## src/rtl/pmm_match_stats.sv

```systemverilog
// Match-statistics block: per-channel saturating event counters, last non-zero IDs
// and an event log FIFO, all reached through the udp_reg request/ack interface.
module pmm_match_stats #(
  parameter int NUM_CH    = 4,
  parameter int ID_W      = 14,
  parameter int CNT_W     = 32,
  parameter int LOG_DEPTH = 16
) (
  input  logic                   clk,
  input  logic                   rst,
  input  logic [NUM_CH*ID_W-1:0] ev_id,
  input  logic                   udp_reg_req,
  input  logic                   udp_reg_rd_wr_L,
  input  logic [19:0]            udp_reg_addr,
  input  logic [31:0]            udp_reg_wr_data,
  output logic                   udp_reg_ack,
  output logic [31:0]            udp_reg_rd_data
);

  localparam int AW = $clog2(LOG_DEPTH);
  localparam int LW = 3 + ID_W;
  localparam logic [AW:0]      OCC_FULL = (AW+1)'(LOG_DEPTH);
  localparam logic [AW:0]      OCC_ONE  = (AW+1)'(1);
  localparam logic [AW-1:0]    PTR_ONE  = AW'(1);
  localparam logic [CNT_W-1:0] CNT_ONE  = CNT_W'(1);

  logic [NUM_CH-1:0] en_q;
  logic              frz_q;
  logic [CNT_W-1:0]  cnt_q  [NUM_CH];
  logic [ID_W-1:0]   last_q [NUM_CH];
  logic [LW-1:0]     log_q  [LOG_DEPTH];
  logic [AW-1:0]     wr_ptr_q, wr_ptr_d, rd_ptr_q, rd_ptr_d;
  logic [AW:0]       occ_q, occ_d;
  logic [CNT_W-1:0]  drop_q, drop_d;
  logic              ovf_q, ovf_d;
  logic              ack_q;
  logic [31:0]       rd_data_q, rd_data_d;

  logic [7:0]        addr8;
  logic              wr_en, rd_en, ctrl_wr, clr_wr, flush, pop;
  logic [NUM_CH-1:0] clr_ch, acc;
  logic [3:0]        n_acc, n_drop;
  logic              push_req, push_ok, discard, full;
  logic [2:0]        push_ch;
  logic [ID_W-1:0]   push_id;
  logic [CNT_W:0]    drop_sum;
  logic [LW-1:0]     head;
  logic [31:0]       rd_word;
  logic              unused_in;

  assign unused_in = ^{udp_reg_addr[19:8], udp_reg_wr_data};

  function automatic logic [31:0] zext_cnt(input logic [CNT_W-1:0] v);
    logic [31:0] r;
    r = '0;
    r[CNT_W-1:0] = v;
    return r;
  endfunction

  function automatic logic [15:0] zext_id(input logic [ID_W-1:0] v);
    logic [15:0] r;
    r = '0;
    r[ID_W-1:0] = v;
    return r;
  endfunction

  assign addr8   = udp_reg_addr[7:0];
  assign wr_en   = udp_reg_req & ~udp_reg_rd_wr_L;
  assign rd_en   = udp_reg_req & udp_reg_rd_wr_L;
  assign ctrl_wr = wr_en && (addr8 == 8'h01);
  assign clr_wr  = wr_en && (addr8 == 8'h02);
  assign clr_ch  = clr_wr ? udp_reg_wr_data[NUM_CH-1:0] : '0;
  assign flush   = clr_wr & udp_reg_wr_data[31];
  assign full    = (occ_q == OCC_FULL);
  assign pop     = rd_en && (addr8 == 8'h04) && (occ_q != '0);

  // Lowest-index accepted event goes to the log; the rest are counted as drops.
  always_comb begin
    acc      = '0;
    n_acc    = 4'd0;
    push_req = 1'b0;
    push_ch  = 3'd0;
    push_id  = '0;
    for (int i = 0; i < NUM_CH; i++) begin
      acc[i] = (ev_id[i*ID_W +: ID_W] != '0) && en_q[i] && !frz_q;
      if (acc[i]) begin
        n_acc = n_acc + 4'd1;
        if (!push_req) begin
          push_req = 1'b1;
          push_ch  = 3'(i);
          push_id  = ev_id[i*ID_W +: ID_W];
        end
      end
    end
  end

  assign push_ok = push_req && (!full || pop);
  assign discard = push_req && full && !pop;

  always_comb begin
    n_drop = 4'd0;
    if (push_req) n_drop = n_acc - 4'd1;
    if (discard)  n_drop = n_drop + 4'd1;
    drop_sum = {1'b0, drop_q} + (CNT_W+1)'(n_drop);

    wr_ptr_d = wr_ptr_q;
    rd_ptr_d = rd_ptr_q;
    occ_d    = occ_q;
    drop_d   = drop_sum[CNT_W] ? '1 : drop_sum[CNT_W-1:0];
    ovf_d    = ovf_q | discard;
    if (flush) begin
      wr_ptr_d = '0;
      rd_ptr_d = '0;
      occ_d    = '0;
      drop_d   = '0;
      ovf_d    = 1'b0;
    end else begin
      if (pop)     rd_ptr_d = rd_ptr_q + PTR_ONE;
      if (push_ok) wr_ptr_d = wr_ptr_q + PTR_ONE;
      if (push_ok && !pop)      occ_d = occ_q + OCC_ONE;
      else if (!push_ok && pop) occ_d = occ_q - OCC_ONE;
    end
  end

  always_comb begin
    head    = log_q[rd_ptr_q];
    rd_word = 32'hDEAD_DEAD;
    case (addr8)
      8'h00: rd_word = {16'hAAAA, 8'(NUM_CH), 8'(LOG_DEPTH)};
      8'h01: begin
        rd_word = '0;
        rd_word[31] = frz_q;
        rd_word[NUM_CH-1:0] = en_q;
      end
      8'h02: rd_word = '0;
      8'h03: begin
        rd_word = '0;
        rd_word[31] = ovf_q;
        rd_word[AW:0] = occ_q;
      end
      8'h04: rd_word = (occ_q != '0) ?
                       {1'b1, 4'b0, head[ID_W +: 3], 8'b0, zext_id(head[ID_W-1:0])} : '0;
      8'h05: rd_word = zext_cnt(drop_q);
      default: begin
        for (int i = 0; i < NUM_CH; i++) begin
          if (addr8 == 8'(16 + 2*i)) rd_word = zext_cnt(cnt_q[i]);
          if (addr8 == 8'(17 + 2*i)) rd_word = {16'h0, zext_id(last_q[i])};
        end
      end
    endcase
    rd_data_d = rd_en ? rd_word : '0;
  end

  always_ff @(posedge clk or negedge rst) begin
    if (!rst) begin
      en_q      <= '1;
      frz_q     <= 1'b0;
      wr_ptr_q  <= '0;
      rd_ptr_q  <= '0;
      occ_q     <= '0;
      drop_q    <= '0;
      ovf_q     <= 1'b0;
      ack_q     <= 1'b0;
      rd_data_q <= '0;
    end else begin
      if (ctrl_wr) begin
        en_q  <= udp_reg_wr_data[NUM_CH-1:0];
        frz_q <= udp_reg_wr_data[31];
      end
      wr_ptr_q  <= wr_ptr_d;
      rd_ptr_q  <= rd_ptr_d;
      occ_q     <= occ_d;
      drop_q    <= drop_d;
      ovf_q     <= ovf_d;
      ack_q     <= udp_reg_req;
      rd_data_q <= rd_data_d;
    end
  end

  // Clear takes priority over a same-cycle event on that channel.
  always_ff @(posedge clk or negedge rst) begin
    if (!rst) begin
      for (int i = 0; i < NUM_CH; i++) begin
        cnt_q[i]  <= '0;
        last_q[i] <= '0;
      end
    end else begin
      for (int i = 0; i < NUM_CH; i++) begin
        if (clr_ch[i]) begin
          cnt_q[i]  <= '0;
          last_q[i] <= '0;
        end else if (acc[i]) begin
          if (cnt_q[i] != '1) cnt_q[i] <= cnt_q[i] + CNT_ONE;
          last_q[i] <= ev_id[i*ID_W +: ID_W];
        end
      end
    end
  end

  always_ff @(posedge clk) begin
    if (push_ok && !flush) log_q[wr_ptr_q] <= {push_ch, push_id};
  end

  assign udp_reg_ack     = ack_q;
  assign udp_reg_rd_data = rd_data_q;

endmodule

```

## config.mk

```make
export PLATFORM = sky130hd
export DESIGN_NAME = pmm_match_stats
export DESIGN_NICKNAME = d
export VERILOG_FILES = /design/src/rtl/pmm_match_stats.sv
export SDC_FILE = /design/constraint.sdc
export NUM_CORES = 1
export LEC_CHECK = 0
export CORE_MARGIN = 5
export CORE_UTILIZATION = 57
export DETAILED_ROUTE_END_ITERATION = 8
export PLACE_DENSITY = 0.77
export SLEW_MARGIN = 20
export SYNTH_ARGS = -nofsm -noshare
export SYNTH_HDL_FRONTEND = slang
export SYNTH_SLANG_ARGS = --single-unit
export TNS_END_PERCENT = 10
```

## constraint.sdc

```tcl
create_clock -name clk -period 7.8 [get_ports clk]
set_input_delay 0.78 -clock clk [delete_from_list [all_inputs] [get_ports clk]]
set_output_delay 0.78 -clock clk [all_outputs]
set_load 0.02 [all_outputs]
```

# Word level (Yosys, flattened, before mapping)
# Memories as Yosys holds them, arrays and structs flattened.
# Cells that the tools add are included.
[word_totals]
ramBits = 272
wordCells = 167
memories = 1
romBits = 0
input_bits = 112
regBits = 268
latchBits = 0
[op_classes]
mul = 0
reduce_logical = 45
order_cmp = 0
n_shift = 0
addsub = 14
n_eq_ne = 18
n_mux = 67
div_mod_pow = 0
n_bitwise = 5
[mem_list]
columns = ["memory", "depth", "width", "rd", "rd_clocked_by_memory_dff", "wr", "line", "text"]
rows = [
  ["log_q", 16, 17, 1, 0, 1, "31", "logic [LW-1:0] log_q [LOG_DEPTH];"],
]
[op_table]
columns = ["cell", "count"]
rows = [
  ["2-to-1 mux 32 bit", 24],
  ["2-to-1 mux 14 bit", 15],
  ["one-hot mux 32 bit (6 select lines)", 1],
  ["adder 32 x 1 -> 32 bit, second input constant", 4],
  ["inequality test 32 bit, second input constant", 4],
  ["equality test 8 x 5 -> 1 bit, second input constant", 8],
  ["nonzero test 14 bit", 4],
  ["2-to-1 mux 4 bit", 10],
  ["adder 32 x 4 -> 33 bit", 1],
  ["adder 4 x 1 -> 4 bit, second input constant", 6],
  ["nonzero test 2 bit", 10],
  ["logical AND 1 bit", 18],
  ["equality test 8 x 2 -> 1 bit, second input constant", 2],
  ["equality test 8 x 3 -> 1 bit, second input constant", 2],
  ["2-to-1 mux 5 bit", 3],
  ["2-to-1 mux 3 bit", 4],
  ["2-to-1 mux 1 bit", 10],
  ["equality test 8 x 1 -> 1 bit, second input constant", 1],
  ["logical NOT 8 bit", 1],
  ["AND reduction 2 bit", 4],
  ["adder 5 x 1 -> 5 bit, second input constant", 1],
  ["equality test 5 bit, second input constant", 1],
  ["logical NOT 1 bit", 5],
  ["nonzero test 5 bit", 1],
  ["7 further kinds", 9],
]

# Logic depth before layout (Yosys ltp)
[depth]
word_depth = 17
mapped_depth = 27
ltp_nobuf = 22

# Least setup slack after synthesis
# Ideal clock, no wire load.
[synth_timing]
kind = "in2reg"
from = "input ev_id[9]"
to = "register drop_q[29]"
path_stages = 26
required_ps = 7714
setup_ps = 86
slack_ps = 1530
path_buffers = 5
arrival_time_ps = 6184
path_cell_list = "nor4_1 > a41o_1 > clkbuf_1 > nor2_1 > clkbuf_1 > inv_1 > buf_1 > ha_1 > clkbuf_1 > nand3_1 > buf_2 > o21ai_0 > nor2_1 > a21oi_1 > ha_1 > nor2_1 > ha_1 > a21oi_1 > or2_2 > fa_1 > nor2b_1 > o21ai_0 > a2111oi_4 > nand4_1 > and4_1 > nor3_1"
[synth_via]
elab_chain_len = 17
word_cells_on_any_way = 23
cone_classes = "6 x add/sub; 12 x mux; 5 x reduce/logical"
[synth_rtl]
columns = ["item", "line", "text"]
rows = [
  ["start, declared", "11", "input logic [NUM_CH*ID_W-1:0] ev_id,"],
  ["nonzero test 14 bit *", "85", "acc[i] = (ev_id[i*ID_W +: ID_W] != '0) && en_q[i] && !frz_q;"],
  ["logical AND 1 bit * (2 in series)", "85", ""],
  ["2-to-1 mux 1 bit", "86", "if (acc[i]) begin"],
  ["adder 4 x 1 -> 4 bit", "87", "n_acc = n_acc + 4'd1;"],
  ["2-to-1 mux 4 bit", "86", ""],
  ["adder 4 x 1 -> 4 bit", "87", ""],
  ["2-to-1 mux 4 bit", "86", ""],
  ["adder 4 x 1 -> 4 bit", "87", ""],
  ["2-to-1 mux 4 bit", "86", ""],
  ["subtractor 4 x 1 -> 4 bit", "102", "if (push_req) n_drop = n_acc - 4'd1;"],
  ["2-to-1 mux 4 bit", "102", ""],
  ["adder 4 x 1 -> 4 bit", "103", "if (discard) n_drop = n_drop + 4'd1;"],
  ["2-to-1 mux 4 bit *", "103", ""],
  ["adder 32 x 4 -> 33 bit *", "104", "drop_sum = {1'b0, drop_q} + (CNT_W+1)'(n_drop);"],
  ["2-to-1 mux 32 bit *", "109", "drop_d = drop_sum[CNT_W] ? '1 : drop_sum[CNT_W-1:0];"],
  ["2-to-1 mux 32 bit *", "111", "if (flush) begin"],
  ["via drop_d[29]", "34", "logic [CNT_W-1:0] drop_q, drop_d;"],
  ["end signal, assigned", "173", "drop_q <= drop_d;"],
  ["end, declared", "34", ""],
]
# The timed path passes the listed nets; every way through them passes the cells marked *.
# A chain may end at the register's enable or synchronous reset.

# Worst setup path in the final report
[layout_timing]
from = "input ev_id[9]"
to = "register drop_q[10]"
# The elaborated chain is that of the path after synthesis.

==> results.toml <==
[clock_network]
cts_hold_buf = 0
clk_latency_ns = 0.63
cts_resized = 0
path_clk_slew_ns = 0.06
cts_tree = "done"
postCtsSetupBuffers = 0
htree_levels = 2
cts_buffer_depth = 3
cts_sinks = 524
cts_made_buffers = 54
cts-root-buf = "clkbuf_16"

[timing]
fin_worst_skew_ns = 0.0340
maxSlewHeadroom_pct = 24.5
rsz0062_at_grt = "no"
min_period_ns = 6.63
finalCritPeriodShare_pct = 85.0
tightest_slew_ns = 1.13
finalSetupTns_ns = 0
fmax_mhz = 151
final-max-slew-violation-count = 0
hold_violations = 0
holdWs_ns = 0.0507
setup_violations = 0

[synth]
synthFlopType = "dfrtp_1"
synth_top_area_share_pct = 29.6
yosys.area.top_type = "edfxtp_1"
syn_inst = 2225
yosysSeqAreaShare_pct = 55.4
syn_area_sq_um = 26000
synth-seq-cells = 524
synth.area.top_cells = "edfxtp_1, dfrtp_1, mux4_2, nand2_1, a21oi_1"
synthesis.nets = 2363
synthArstFlopShare_pct = 51.1
ys_types = 86
ys.warnings.count = 0
avgSynthCellArea_sq_um = 11.7
synth_edf_count = 256

[cells_and_area]
drive_gt1_share_pct = 11.4
nNetsFinal = 2430
final_util_pct = 65.2
synthToLayoutAreaGrowth_pct = 13.4

[place]
finalWeightedCongestion = 0.968
dpl.hpwl_mm = 52.4
io_buffers = 105

[global_route]
globalRouteOverflowTotal = 0
grt_antenna_before_repair = 1
grt_pass1_wl_mm = 117
grt_pass1_vias = 19333
grt_use_total_pct = 30.4
grt_max_degree = 141

[critical_path]
arrival_ns = 7.16
critPathSlowestCell = "a2111oi_4"
cp.required_ns = 8.33
critPathMaxStageDelay_ns = 0.66
cp-start-kind = "input pin"
regToRegSetupSlack_ns = 1.31
crit_path_max_fanout = 25
end_kind = "flop"
crit_chain = "clkdlybuf4s50_1 -> nor4_1 -> a41o_1 -> nor2_2 -> inv_1 -> ha_1 -> nand3_1 -> buf_4 -> o21ai_0 -> nor2_1 -> a21oi_1 -> ha_1 -> nor2_1 -> ha_1 -> a21oi_1 -> or2_2 -> fa_1 -> nor2b_1 -> o21ai_0 -> a2111oi_4 -> nand4_1 -> buf_4 -> o21a_1 -> nor2_1"
path_class = "in2reg"

[min_path]
hold_path.class = "in2async"

[floorplan]
dieWidth_microns = 223
core_sq_um = 45200
rows = 78
die_area_sq_um = 49900
num_io_pins = 145
fp.dieH_microns = 223
start_util_pct = 57.5

[routing]
vias_per_cell = 6.70
drcViolationCount = 0
antenna_left = 0
drt_first_pass_iters = 6
wl_per_cell_microns = 26.1
vias = 19670
drt_wl_total_mm = 76.7
drt_iter0_drc = 2411

[pwr]
switching_share_pct = 26.3
p_leak_nw = 11.2
seqPwrFrac_pct = 49.2
pwr-share-clk_pct = 38.6
ir_worst_vdd_v = 0.000249
p_sw_mw = 1.76
p_comb_share_pct = 12.2
finalPower_mw = 6.70
internal-power_mw = 4.94
power_density_nw_per_um2 = 228

[run]
drv_cap = 0

[status]
outcome = "completed"
==> flip-flops by register name, indices dropped and copies added (netlist names) <==
signal and flops:
wr_ptr_q 4, udp_reg_ack 1, log_q 256, last_q 56
occ_q 5, drop_q 32, en_q 4, ovf_q 1
cnt_q 128, udp_reg_rd_data 32, rd_ptr_q 4, frz_q 1
==> metrics by stage <==
step	worst slack, ns	instance area (sq um)	cells
6_report	1.17	29500	2935
4_1_cts	1.33	29400	2932
2_1_floorplan	1.53	26000	2225
5_1_grt	0.901	29500	2935
3_5_place_dp	0.736	27600	2834
3_3_place_gp	0.829	27600	2834
==> layer usage <==
metal,part of all wire [%],global-route usage [%],wire length (microns)
met1,38,40.3,28900
met2,48,49.6,37000
met3,8.4,4.84,6460
met4,5.7,14.8,4370
met5,0,0,0
==> power groups by stage <==
stage	Sequential, mW	Combinational [mW]	Clock [mW]
2_1_floorplan	3.26	0.534	0
6_report	3.30	0.817	2.59
4_1_cts	3.29	0.807	2.62
3_3_place_gp	3.33	0.770	0
3_5_place_dp	3.34	0.800	0
5_1_grt	3.31	0.895	2.74
==> worst max-delay path, delay by kind of cell <==
kind | cells | cell delay [ns]
compound gates | 7 | 1.78
buf+inv | 4 | 1.56
simple gates | 9 | 1.64
fa+ha+maj | 4 | 1.37
==> synthesized netlist by cell type (30+ instances only) <==
cell type,count
a21oi_1,180
and3_1,33
clkbuf_1,97
dfrtp_1,264
edfxtp_1,256
inv_1,45
mux2i_1,30
mux4_2,96
nand2_1,244
nand3_1,58
nand4_1,43
nor2_1,177
nor3_1,32
nor4_1,32
o211ai_1,36
o21ai_0,73
xnor2_1,49
xor2_1,69
==> final timing paths <==
path,startpoint,end,cells past startpoint
setup / recovery,ev_id[9],drop_q[10],24
hold / removal,rst,cnt_q[82],1
setup reg to reg,en_q[1],drop_q[10],22
hold reg to reg,last_q[41],last_q[41],2
max in group asynchronous,rst,rd_ptr_q[0],3
min in group clk,last_q[41],last_q[41],2
==> logic make-up (layout without fill, tap and decap cells) <==
group / after synthesis / count (layout) / synth area share [%]
AO/OA/AOI/OAI: 481 / 481 / 12.2
XOR/XNOR: 119 / 119 / 4.07
adder cells (fa/ha/maj): 26 / 26 / 1.31
buffers and inverters: 185 / 294 / 2.83
flip-flops: 524 / 524 / 55.4
multiplexers: 128 / 128 / 9.61
other: 0 / 1 / 0
AND/OR/NAND/NOR: 762 / 762 / 14.5
==> layout by cell type, fill, tap and decap left out, types with 23 or more instances in the layout <==
cell type          n
a21oi_1          179
mux2i_1           30
a211oi_1          29
nand2_1          244
edfxtp_1         256
nor3_1            30
nand3_1           58
xnor2_1           49
buf_4             41
xor2_1            69
ha_1              24
nor4_1            28
mux4_2            96
and3_1            33
o211ai_1          36
clkdlybuf4s50_1  101
nor2_1           173
nand4_1           43
inv_1             45
dfrtp_1          262
clkbuf_16         55
or4_1             23
o21ai_0           72
==> cell type report <==
cell class | instances | area (sq um)
repair buffers | 149 | 1420
clock inverters | 24 | 243
multi-input cells | 1516 | 10900
inverters | 47 | 176
clock buffers | 74 | 1540
well taps | 600 | 751
flip-flops and latches | 524 | 14400
diodes | 1 | 2.50
fillers | 3382 | 15700
Note: power is estimated with default switching activity, not from simulation.
